File: src/rtl/booth_divider.sv
// booth_divider: sequential signed restoring divider.
// Operands are converted to magnitudes on accept, divided one quotient bit per
// clock, then sign-corrected so that the quotient truncates toward zero and the
// remainder takes the sign of the dividend. Latency is fixed at WIDTH+1 edges
// (1 edge for a zero divisor), so callers can schedule around it statically.
module booth_divider #(
    parameter int WIDTH = 8
) (
    input  logic             clk,
    input  logic             rst_n,
    input  logic             start,
    input  logic [WIDTH-1:0] dividend,
    input  logic [WIDTH-1:0] divisor,
    output logic [WIDTH-1:0] quotient,
    output logic [WIDTH-1:0] remainder,
    output logic             busy,
    output logic             done,
    output logic             div_by_zero,
    output logic             ovf
);

    localparam int CW = $clog2(WIDTH + 1);

    typedef enum logic [1:0] {
        IDLE = 2'd0,
        CALC = 2'd1,
        FIX  = 2'd2
    } state_t;

    // Control and datapath state
    state_t           state_q,       state_d;
    logic             neg_quo_q,     neg_quo_d;     // quotient must be negated in FIX
    logic             neg_rem_q,     neg_rem_d;     // remainder must be negated in FIX
    logic             zero_q,        zero_d;        // current operation has divisor == 0
    logic             ovf_pend_q,    ovf_pend_d;    // current operation is MIN / -1
    logic [WIDTH-1:0] dvs_q,         dvs_d;         // |divisor|
    logic [WIDTH:0]   rem_q,         rem_d;         // partial remainder
    logic [WIDTH-1:0] dq_q,          dq_d;          // dividend shifting out / quotient shifting in
    logic [CW-1:0]    count_q,       count_d;

    // Registered outputs
    logic [WIDTH-1:0] quotient_q,    quotient_d;
    logic [WIDTH-1:0] remainder_q,   remainder_d;
    logic             busy_q,        busy_d;
    logic             done_q,        done_d;
    logic             div_by_zero_q, div_by_zero_d;
    logic             ovf_q,         ovf_d;

    // Helper values
    logic [WIDTH-1:0] dividend_mag;
    logic [WIDTH-1:0] divisor_mag;
    logic [WIDTH-1:0] min_val;
    logic [WIDTH:0]   shifted;
    logic [WIDTH:0]   trial;
    logic [WIDTH-1:0] rem_signed;

    // Magnitudes of the operands; |MIN| = 2^(WIDTH-1) is representable unsigned.
    assign dividend_mag = dividend[WIDTH-1] ? (~dividend + 1'b1) : dividend;
    assign divisor_mag  = divisor[WIDTH-1]  ? (~divisor  + 1'b1) : divisor;
    assign min_val      = {1'b1, {(WIDTH-1){1'b0}}};

    // One restoring step: bring the next dividend bit into the remainder and
    // try subtracting the divisor. Both operands are below 2^WIDTH, so the top
    // bit of the WIDTH+1-bit difference is a valid borrow/sign indicator.
    assign shifted = {rem_q[WIDTH-1:0], dq_q[WIDTH-1]};
    assign trial   = shifted - {1'b0, dvs_q};

    // Remainder with the dividend's sign applied (also reproduces the raw
    // dividend in the divide-by-zero case, where rem holds |dividend|).
    assign rem_signed = neg_rem_q ? (~rem_q[WIDTH-1:0] + 1'b1) : rem_q[WIDTH-1:0];

    // Next-state and next-output logic for the IDLE -> CALC -> FIX sequence.
    always_comb begin
        // NOTE: every signal gets a default before the case so no path leaves
        // it unassigned; an unassigned path in always_comb infers a latch.
        state_d       = state_q;
        neg_quo_d     = neg_quo_q;
        neg_rem_d     = neg_rem_q;
        zero_d        = zero_q;
        ovf_pend_d    = ovf_pend_q;
        dvs_d         = dvs_q;
        rem_d         = rem_q;
        dq_d          = dq_q;
        count_d       = count_q;
        quotient_d    = quotient_q;
        remainder_d   = remainder_q;
        busy_d        = busy_q;
        done_d        = 1'b0;
        div_by_zero_d = div_by_zero_q;
        ovf_d         = ovf_q;

        case (state_q)
            IDLE: begin
                if (start) begin
                    neg_quo_d     = dividend[WIDTH-1] ^ divisor[WIDTH-1];
                    neg_rem_d     = dividend[WIDTH-1];
                    zero_d        = (divisor == '0);
                    ovf_pend_d    = (dividend == min_val) && (divisor == '1);
                    dvs_d         = divisor_mag;
                    dq_d          = dividend_mag;
                    rem_d         = '0;
                    count_d       = CW'(WIDTH);
                    busy_d        = 1'b1;
                    div_by_zero_d = 1'b0;
                    ovf_d         = 1'b0;
                    if (divisor == '0) begin
                        // Keep |dividend| in rem so FIX can rebuild the dividend.
                        rem_d   = {1'b0, dividend_mag};
                        state_d = FIX;
                    end else begin
                        state_d = CALC;
                    end
                end
            end

            CALC: begin
                if (trial[WIDTH]) begin
                    rem_d = shifted;
                    dq_d  = {dq_q[WIDTH-2:0], 1'b0};
                end else begin
                    rem_d = trial;
                    dq_d  = {dq_q[WIDTH-2:0], 1'b1};
                end
                count_d = count_q - CW'(1);
                if (count_q == CW'(1)) begin
                    state_d = FIX;
                end
            end

            FIX: begin
                remainder_d = rem_signed;
                if (zero_q) begin
                    quotient_d    = '1;
                    div_by_zero_d = 1'b1;
                    ovf_d         = 1'b0;
                end else begin
                    // MIN / -1 naturally wraps to MIN here; only the flag differs.
                    quotient_d    = neg_quo_q ? (~dq_q + 1'b1) : dq_q;
                    div_by_zero_d = 1'b0;
                    ovf_d         = ovf_pend_q;
                end
                done_d  = 1'b1;
                busy_d  = 1'b0;
                state_d = IDLE;
            end

            default: begin
                state_d = IDLE;
                busy_d  = 1'b0;
            end
        endcase
    end

    // State and output registers; reset discards any in-flight operation.
    always_ff @(posedge clk or negedge rst_n) begin
        if (!rst_n) begin
            state_q       <= IDLE;
            neg_quo_q     <= 1'b0;
            neg_rem_q     <= 1'b0;
            zero_q        <= 1'b0;
            ovf_pend_q    <= 1'b0;
            dvs_q         <= '0;
            rem_q         <= '0;
            dq_q          <= '0;
            count_q       <= '0;
            quotient_q    <= '0;
            remainder_q   <= '0;
            busy_q        <= 1'b0;
            done_q        <= 1'b0;
            div_by_zero_q <= 1'b0;
            ovf_q         <= 1'b0;
        end else begin
            // NOTE: non-blocking assignments so every flop samples the values
            // from before this edge, independent of statement order.
            state_q       <= state_d;
            neg_quo_q     <= neg_quo_d;
            neg_rem_q     <= neg_rem_d;
            zero_q        <= zero_d;
            ovf_pend_q    <= ovf_pend_d;
            dvs_q         <= dvs_d;
            rem_q         <= rem_d;
            dq_q          <= dq_d;
            count_q       <= count_d;
            quotient_q    <= quotient_d;
            remainder_q   <= remainder_d;
            busy_q        <= busy_d;
            done_q        <= done_d;
            div_by_zero_q <= div_by_zero_d;
            ovf_q         <= ovf_d;
        end
    end

    assign quotient    = quotient_q;
    assign remainder   = remainder_q;
    assign busy        = busy_q;
    assign done        = done_q;
    assign div_by_zero = div_by_zero_q;
    assign ovf         = ovf_q;

endmodule
File: config.mk
export PLATFORM = sky130hd
export DESIGN_NAME = booth_divider
export DESIGN_NICKNAME = d
export VERILOG_FILES = /design/src/rtl/booth_divider.sv
export SDC_FILE = /design/constraint.sdc
export NUM_CORES = 1
export LEC_CHECK = 0
export ABC_CLOCK_PERIOD_IN_PS = 3000
export CORE_MARGIN = 4
export CORE_UTILIZATION = 56
export DETAILED_ROUTE_END_ITERATION = 12
export PLACE_DENSITY = 0.8
export REMOVE_ABC_BUFFERS = 1
export SLEW_MARGIN = 20
export SYNTH_ARGS = -nofsm -noshare
export SYNTH_HDL_FRONTEND = slang
export SYNTH_SLANG_ARGS = --single-unit
File: constraint.sdc
create_clock -name clk -period 3 [get_ports clk]
set_input_delay 0.3 -clock clk [delete_from_list [all_inputs] [get_ports clk]]
set_output_delay 0.3 -clock clk [all_outputs]
set_load 0.03 [all_outputs]
**After elaboration in Yosys (flattened, before gate mapping)**

Index checks and enable logic that the tools add are counted.

- Logic and storage cells: 70
- Memory bits (writable): 0
- Input port bits: 19
- ROM bits: 0
- Latch bits: 0
- Memories: 0
- Output and inout bits: 20
- Bits in registers: 54

- Shift-type cells: 0
- Equality and inequality tests: 7
- Div/mod/pow operators: 0
- Muxes and demuxes: 26
- $add $sub $neg: 6
- Multipliers: 0
- Magnitude comparators: 0
- Bitwise logic cells: 6
- Reduce and logical (&&, ||, !) cells: 10

Operator list:

| kind | number |
|---|---|
| $mux W8 | 9 |
| $add A8 B1 Y8 const B | 4 |
| $not A8 Y8 | 4 |
| $pmux W8 S2 | 2 |
| $eq A8 B8 Y1 const B | 2 |
| $reduce_and A2 Y1 | 5 |
| $sub A9 B8 Y9 | 1 |
| $logic_not A8 Y1 | 1 |
| $pmux W4 S2 | 1 |
| $mux W1 | 6 |
| $mux W2 | 3 |
| $pmux W1 S2 | 3 |
| $eq A4 B1 Y1 const B | 1 |
| $mux W4 | 1 |
| $ne A2 B2 Y1 const B | 2 |
| $pmux W2 S2 | 1 |
| $reduce_bool A2 Y1 | 2 |
| $sub A4 B1 Y4 const B | 1 |
| $eq A2 B1 Y1 const B | 1 |
| $eq A2 B2 Y1 const B | 1 |
| $logic_not A2 Y1 | 1 |
| $logic_and A1 B1 Y1 | 1 |
| $not A1 Y1 | 1 |
| $xor A1 B1 Y1 | 1 |

**Depth between registers and ports, before layout**

Gate-level depths: netlist (run 1).

- Word-level depth: 6
- Mapped depth: 10
- Depth with buffers taken out: 10

**Worst setup path before layout (run 1)**

No wires, ideal clock.

- Path type: flip-flop to flip-flop
- Start: reg dq_q[7]
- End: reg rem_q[0]
- Setup time: 0.094 ns
- Slack: 0.630 ns
- Clock period less this slack: 2.370 ns
- Path buffers: 0
- Cell stages (with the launch flop): 11
- Required time: 2.906 ns
- Data arrival time: 2.276 ns
- Cell sequence: dfrtp_1 -> inv_1 -> ha_1 -> inv_1 -> fa_1 -> a21oi_1 -> o211ai_1 -> nand2_2 -> xor2_2 -> mux2_4 -> a221oi_2

- Cells in the longest elaborated chain, start to end: 3

Ends and longest elaborated chain:

| element | RTL line | RTL |
|---|---|---|
| start: declaration | 38 | `logic [WIDTH-1:0] dq_q, dq_d;` |
| start signal: assignment | 182 | `dq_q <= dq_d;` |
| $sub A9 B8 Y9 | 66 | `assign trial = shifted - {1'b0, dvs_q};` |
| $mux W8 * | 117 | `if (trial[WIDTH]) begin` |
| $pmux W8 S2 * | 92 | `case (state_q)` |
| end signal: assignment | 181 | `rem_q <= rem_d;` |
| end: declaration | 37 | `logic [WIDTH:0] rem_q, rem_d;` |

Every way passes the cells marked *; elsewhere a longest branch is shown, timed or not.
A chain may end at the register's enable or synchronous reset.

**Worst setup path in the final report (run 1)**

Ends and elaborated chain as after synthesis.

==> summary.md, run 1 <==
| Metric | Value |
|---|---|
| DR iter-0 viols | 229 |
| Clk sink count | 54 |
| Max-cap viol count | 0 |
| Global-route usage over all layers | around a fifth |
| Max Clock Skew | a little over 6 ps |
| EDFF count, synth | 0 |
| Starting Density | slightly below 60% |
| Antenna violations before repair | 0 |
| I/O Pins | 39 |
| Period minus WS final | 2700 ps |
| Global-route wire length before repair | between 10000 and 15000 um |
| Worst-Margin Slew | a little under 800 ps |
| Period utilization | ~90% |
| Drt wl/cell | approximately 15 um |
| Nets@finish | between 400 and 500 |
| Sequential fraction of the synthesis area | a little over two fifths |
| Prevailing post-synth register cell | dfrtp_1 |
| Die ar. | about 6900 um^2 |
| Root Driver | clkbuf_8 |
| Reg2Reg Depth | 10 |
| Tightest Hold Check Type | input pin to asynchronous set/reset pin |
| Slew headroom | between 40% and 50% |
| Synth async-reset ratio | 100% |
| Final hold vios | 0 |
| DP HPWL | about 5300 um |
| Number of synthesized register bits | 54 |
| Fmax | about 370 MHz |
| Area Overhead vs Synth | 17.4% |
| Maximum VDD drop | slightly below 0.6 mV |
| CP arrival | 2920 ps |
| Synthesized instance count | about 360 |
| Pins Over Slew Limit | 0 |
| Crit. End Element | register |
| Static Leakage | approximately 1.7 nW |
| Routability cong. | 0.879 |
| H-tree Lvls | 2 |
| Final Setup Violations | 0 |
| Top-count cell post-synth | dfrtp_1 |
| TritonCTS buffer count | 5 |
| Worst setup path category | register to register |
| Area share of the largest cell type after synthesis | around 43% |
| Worst-Skew Late Latency | around 310 ps |
| Post-synthesis cell area | 3180 um^2 |
| Final-layout fill cell count | 440 |
| CP Data Required Time | 3230 ps |
| CP max FO | 5 |
| CTS tree | yes |
| Vias/cell | 5.76 |
| Hold slack | roughly 470 ps |
| Largest net degree at the start of global routing | 35 |
| Die height | 83.3 um |
| Library cells used by synthesis | 45 |
| Antenna-violating nets left | 0 |
| Ant. Diodes | 0 |
| CTS max path bufs | 2 |
| Most frequent cells after synthesis | dfrtp_1 (54), nand2_1 (52), o21ai_0 (44) |
| Vias in the first global route | between 2000 and 3000 |
| Site Rows | 27 |
| Startpoint types | register |
| Via count | between 2000 and 3000 |
| Area of the core region | between 5000 and 6000 um^2 |
| Routed Wire Length | a little over 7000 um |
| Setup Fix Bufs, Post-CTS | 0 |
| DRT Pass-1 Iters | 7 |
| Die width | between 80 and 90 um |
| Synth area leaders | dfrtp_1 (43%), o21ai_0 (6.9%), nand2_1 (6.1%), ha_1 (5.9%), xor2_1 (5.5%) |
| Synth Warn # | 0 |
| Total grt overflow | 0 |
| PwrDens | ~1100 nW/um^2 |
| Cell taking the most area after synthesis | dfrtp_1 |
| IO Port Bufs | 38 |
| Status | completed |
| RSZ-0062 raised after global routing | false |
| Proportion of layout cells with a drive suffix above 1 | roughly 5.6% |
| Setup TNS | 0 ps |
| Mean Syn Cell Area | 8.93 um^2 |
| DRC Markers | 0 |
| Clk slew on worst S/H paths | approximately 100 ps |
## registers in the layout, indices dropped and copies added, names as in the netlist, 2 cells and up
register / flops
remainder: 8
quotient: 8
rem_q: 8
state_q: 2
count_q: 4
dvs_q: 8
dq_q: 8
## path summary, 6_finish.rpt
kind	startpoint	end	slack (ps)
worst max register to register	dq_q[7]$_DFFE_PN0P_	rem_q[0]$_DFFE_PN0P_	300
min in group clk	quotient[0]$_DFFE_PN0P_	quotient[0]$_DFFE_PN0P_	480
max in group asynchronous	rst_n	dvs_q[7]$_DFFE_PN0P_	1740
worst max-delay path	dq_q[7]$_DFFE_PN0P_	rem_q[0]$_DFFE_PN0P_	300
worst min-delay path	rst_n	quotient[2]$_DFFE_PN0P_	470
worst min register to register	quotient[0]$_DFFE_PN0P_	quotient[0]$_DFFE_PN0P_	480
## metal layers
| metal | vias up | routed length, um | global-route usage [%] |
|---|---|---|---|
| met2 | 108 | 3390 | 34.3 |
| met1 | 1258 | 3070 | 26.9 |
| met3 | 18 | 431 | 3.37 |
| met4 | 0 | 164 | 9.36 |
| li1 | 1289 | - | - |
| met5 | - | 0 | 0 |
## power breakdown
part | internal, mW | total (mW) | switching, mW
Sequential | 1.03 | 1.35 | 0.319
Clock | 0.246 | 0.489 | 0.243
Combinational | 1.05 | 2.39 | 1.33
Total | 2.33 | 4.23 | 1.90
## metrics by stage
step	area [um^2]	power, mW	setup slack (ps)	utilization, %	std cells
floorplan	3130	3.06	630	-	342
global placement	3610	3.63	530	65.6	455
detailed placement	3610	3.73	416	65.6	455
CTS	3730	4.23	349	67.8	464
global route	3730	4.55	151	67.8	464
finish	3730	4.23	304	67.8	464
## cell usage in the layout (no fill, tap or decap), types with 6 or more instances in the layout
master and count:
clkdlybuf4s50_1 37, dfrtp_1 54, inv_1 22, o21ai_0 44, nor2_1 24, nand2_1 52, o31ai_1 6, ha_1 15
mux2i_1 9, xor2_1 20, xnor2_1 9, a21oi_1 25, nand2b_1 6
## critical path, cell delays in order (launching register included)
cell and delay, ps:
dfrtp_1 390, inv_1 140, ha_1 190, inv_1 50, fa_1 390, a21oi_1 290
o211ai_1 190, nand2_2 140, xor2_2 280, mux2_4 340, a221oi_2 220
## repair_timing
action                                 in CTS  in global routing
hold buffers                                1                  0
gates resized for setup                     0                  0
endpoints found under the hold margin      20                  0
## cells by family after synthesis
family                   after synthesis  share of synthesized area (%)
flip-flops                            54                           42.5
buffers and inverters                 37                           4.37
XOR/XNOR                              31                           9.02
AO/OA/AOI/OAI                         94                           17.5
adder cells (fa/ha/maj)               16                           6.54
multiplexers                          10                           3.31
AND/OR/NAND/NOR                      114                           16.7
## layout make-up
type | count | area [um^2] | area share (%)
Clock buffer | 5 | 68.8 | 1.84
Timing Repair Buffer | 42 | 408 | 10.9
Inverter | 23 | 86.3 | 2.31
Tap cell | 72 | 90.1 | 2.41
Sequential cell | 54 | 1350 | 36.2
Clock inverter | 3 | 40.0 | 1.07
Multi-Input combinational cell | 265 | 1690 | 45.2
Power figures use the tool's default switching activity.
==> run 2: changes to the inputs <==
--- a/config.mk
+++ b/config.mk
@@ -11,6 +11,7 @@
 export DETAILED_ROUTE_END_ITERATION = 12
 export PLACE_DENSITY = 0.8
 export REMOVE_ABC_BUFFERS = 1
+export SKIP_CTS_REPAIR_TIMING = 1
 export SLEW_MARGIN = 20
 export SYNTH_ARGS = -nofsm -noshare
 export SYNTH_HDL_FRONTEND = slang
==> results of run 2 <==
No change in the layout: final DEF, timing and power equal those of run 1.
Main changes from that run: wire length of the first global-routing pass 11800 um -> 11700 um; via count of the first global-routing pass 2514 -> 2511; met1 usage 26.9% -> 26.8%
==> run 3: changes to the inputs <==
--- a/config.mk
+++ b/config.mk
@@ -7,9 +7,8 @@
 export LEC_CHECK = 0
 export ABC_CLOCK_PERIOD_IN_PS = 3000
 export CORE_MARGIN = 4
-export CORE_UTILIZATION = 56
+export CORE_UTILIZATION = 37
 export DETAILED_ROUTE_END_ITERATION = 12
-export PLACE_DENSITY = 0.8
 export REMOVE_ABC_BUFFERS = 1
 export SKIP_CTS_REPAIR_TIMING = 1
 export SLEW_MARGIN = 20
==> summary.md, run 3 (synthesis gave the netlist of run 1 again) <==
| Metric | Value |
|---|---|
| Worst R2R Start | dq_q[7]$_DFFE_PN0P_ |
| Pre-CTS setup slack | 441 ps (+25.0 ps) |
| Status | complete, but fails checks |
| Maximum VDD drop | 0.431 mV (-27%) |
| Worst-Margin Slew | 735 ps (-49.4 ps) |
| Routed Wire Length | 7440 um (+5.5%) |
| CP max FO | 5 (unchanged) |
| Worst-Skew Late Latency | 310 ps (about the same) |
| Ant. Diodes | 0 (unchanged) |
| Failing checks | hold timing |
| Die height | 101 um (+21%) |
| Largest net degree at the start of global routing | 26 (-26%) |
| Drt wl/cell | 14.9 um (-1.7%) |
| DRC Markers | 0 (unchanged) |
| Flop-to-flop setup slack | 420 ps (+110 ps) |
| Max-cap viol count | 0 (unchanged) |
| Via count | 2582 (-3.4%) |
| Nets@finish | 427 (+0.23%) |
| Period minus WS final | 2580 ps (-111 ps) |
| H-tree Lvls | 2 (unchanged) |
| Tightest Hold Check Type | input pin to asynchronous set/reset pin |
| TritonCTS buffer count | 5 (unchanged) |
| Worst Slack Setup Final | 415 ps (+111 ps) |
| Clk sink count | 54 (unchanged) |
| Area Overhead vs Synth | 18.9% |
| PwrDens | 1120 nW/um^2 (-1.1%) |
| Antenna violations before repair | 0 (unchanged) |
| Vias in the first global route | 2551 |
| Pins Over Slew Limit | 0 (unchanged) |
| Total power | 4.23 mW (+0.16%) |
| Starting Density | 38.3% (-19 points) |
| Util after Layout | 45.5% (-22 points) |
| Crit. End Element | register |
| Reg2Reg Depth | 10 (unchanged) |
| Most frequent cells in the layout | dfrtp_1 (54), nand2_1 (52), o21ai_0 (44) |
| Proportion of layout cells with a drive suffix above 1 | 5.85% (+0.24 points) |
| Slew headroom | 51.0% (+3.4 points) |
| Clk slew on worst S/H paths | 100 ps (about the same) |
| Die width | 101 um (+21%) |
| Die ar. | 10100 um^2 (+46%) |
| CP Data Required Time | 3220 ps (about the same) |
| Global-route usage over all layers | 16.1% |
| Total grt overflow | 0 (unchanged) |
| Fmax | 387 MHz (+4.3%) |
| DP HPWL | 5740 um (+8.8%) |
| Worst setup path category | register to register |
| Antenna-violating nets left | 0 (unchanged) |
| CTS max path bufs | 2 (unchanged) |
| Static Leakage | 1.66 nW (about the same) |
| CTS tree | yes |
| Site Rows | 33 (+22%) |
| Global-route wire length before repair | around 13000 um |
| Routability cong. | 0.829 (-5.7%) |
| Hold slack | -22.1 ps (-489 ps) |
| CP arrival | 2810 ps (-110 ps) |
| Vias/cell | 5.18 (-10%) |
| IO Port Bufs | 38 (unchanged) |
| Root Driver | clkbuf_8 |
| Startpoint types | register |
| Period utilization | 86.2% (-3.7 points) |
| Final hold vios | 13 (+13) |
| Crit Reg-Reg Endpoint | rem_q[0]$_DFFE_PN0P_ |
| Most common cell after layout, fill and taps aside | dfrtp_1 |
| Area of the core region | 8300 um^2 (+51%) |
| RSZ-0062 raised after global routing | false |
| DRT Pass-1 Iters | 4 (-3) |
| Setup TNS | 0 ps (unchanged) |
| Max Clock Skew | 8.36 ps (+2.31 ps) |
| Final Setup Violations | 0 (unchanged) |
| DR iter-0 viols | 103 (-55%) |
| I/O Pins | 39 (unchanged) |
[run 3: cell type report]
type	count	area (um^2)
fill	830	4520
clock inverter	2	37.5
clock buffer	6	72.6
timing repair buffer	43	413
inverter	23	86.3
sequential	54	1350
tap	105	131
multi-input combinational	265	1690
[run 3: how the worst max path moves through the flow]
stage / from / endpoint / slack [ps]
final: dq_q[7]$_DFFE_PN0P_ / rem_q[0]$_DFFE_PN0P_ / 420
after global routing: dq_q[7]$_DFFE_PN0P_ / rem_q[0]$_DFFE_PN0P_ / 250
after CTS: dq_q[7]$_DFFE_PN0P_ / rem_q[0]$_DFFE_PN0P_ / 400
after detailed placement: dq_q[7]$_DFFE_PN0P_ / rem_q[0]$_DFFE_PN0P_ / 440
after global placement: dq_q[7]$_DFFE_PN0P_ / rem_q[0]$_DFFE_PN0P_ / 510
after floorplan: dq_q[7]$_DFFE_PN0P_ / rem_q[0]$_DFFE_PN0P_ / 630
[run 3: worst max-delay path: stages, from the launching register on]
cell and delay, ps:
dfrtp_1 380, inv_1 120, ha_1 190, inv_1 50
fa_1 390, a21oi_1 240, o211ai_1 140, nand2_2 140
xor2_2 290, mux2_4 340, a221oi_2 230
[run 3: per-stage QoR]
stage	hold slack (ps)	cell area (um^2)	std cells
floorplan	4.41	3130	342
global placement	333	3670	490
detailed placement	349	3670	490
CTS	6.77	3780	498
global route	28.6	3780	498
finish	-22.1	3780	498
[run 3: where the power goes]
group	leakage [nW]	switching [mW]	internal, mW
Clock	0.0514	0.246	0.249
Sequential	0.675	0.336	1.03
Combinational	0.929	1.31	1.05
[run 3: per-layer routing]
layer | vias up | track usage (%) | part of all wire [%]
li1 | 1289 | - | -
met1 | 1224 | 22.7 | 48
met2 | 56 | 25.1 | 46
met3 | 13 | 2.77 | 4.3
met4 | 0 | 4.97 | 1.9
met5 | - | 0 | 0
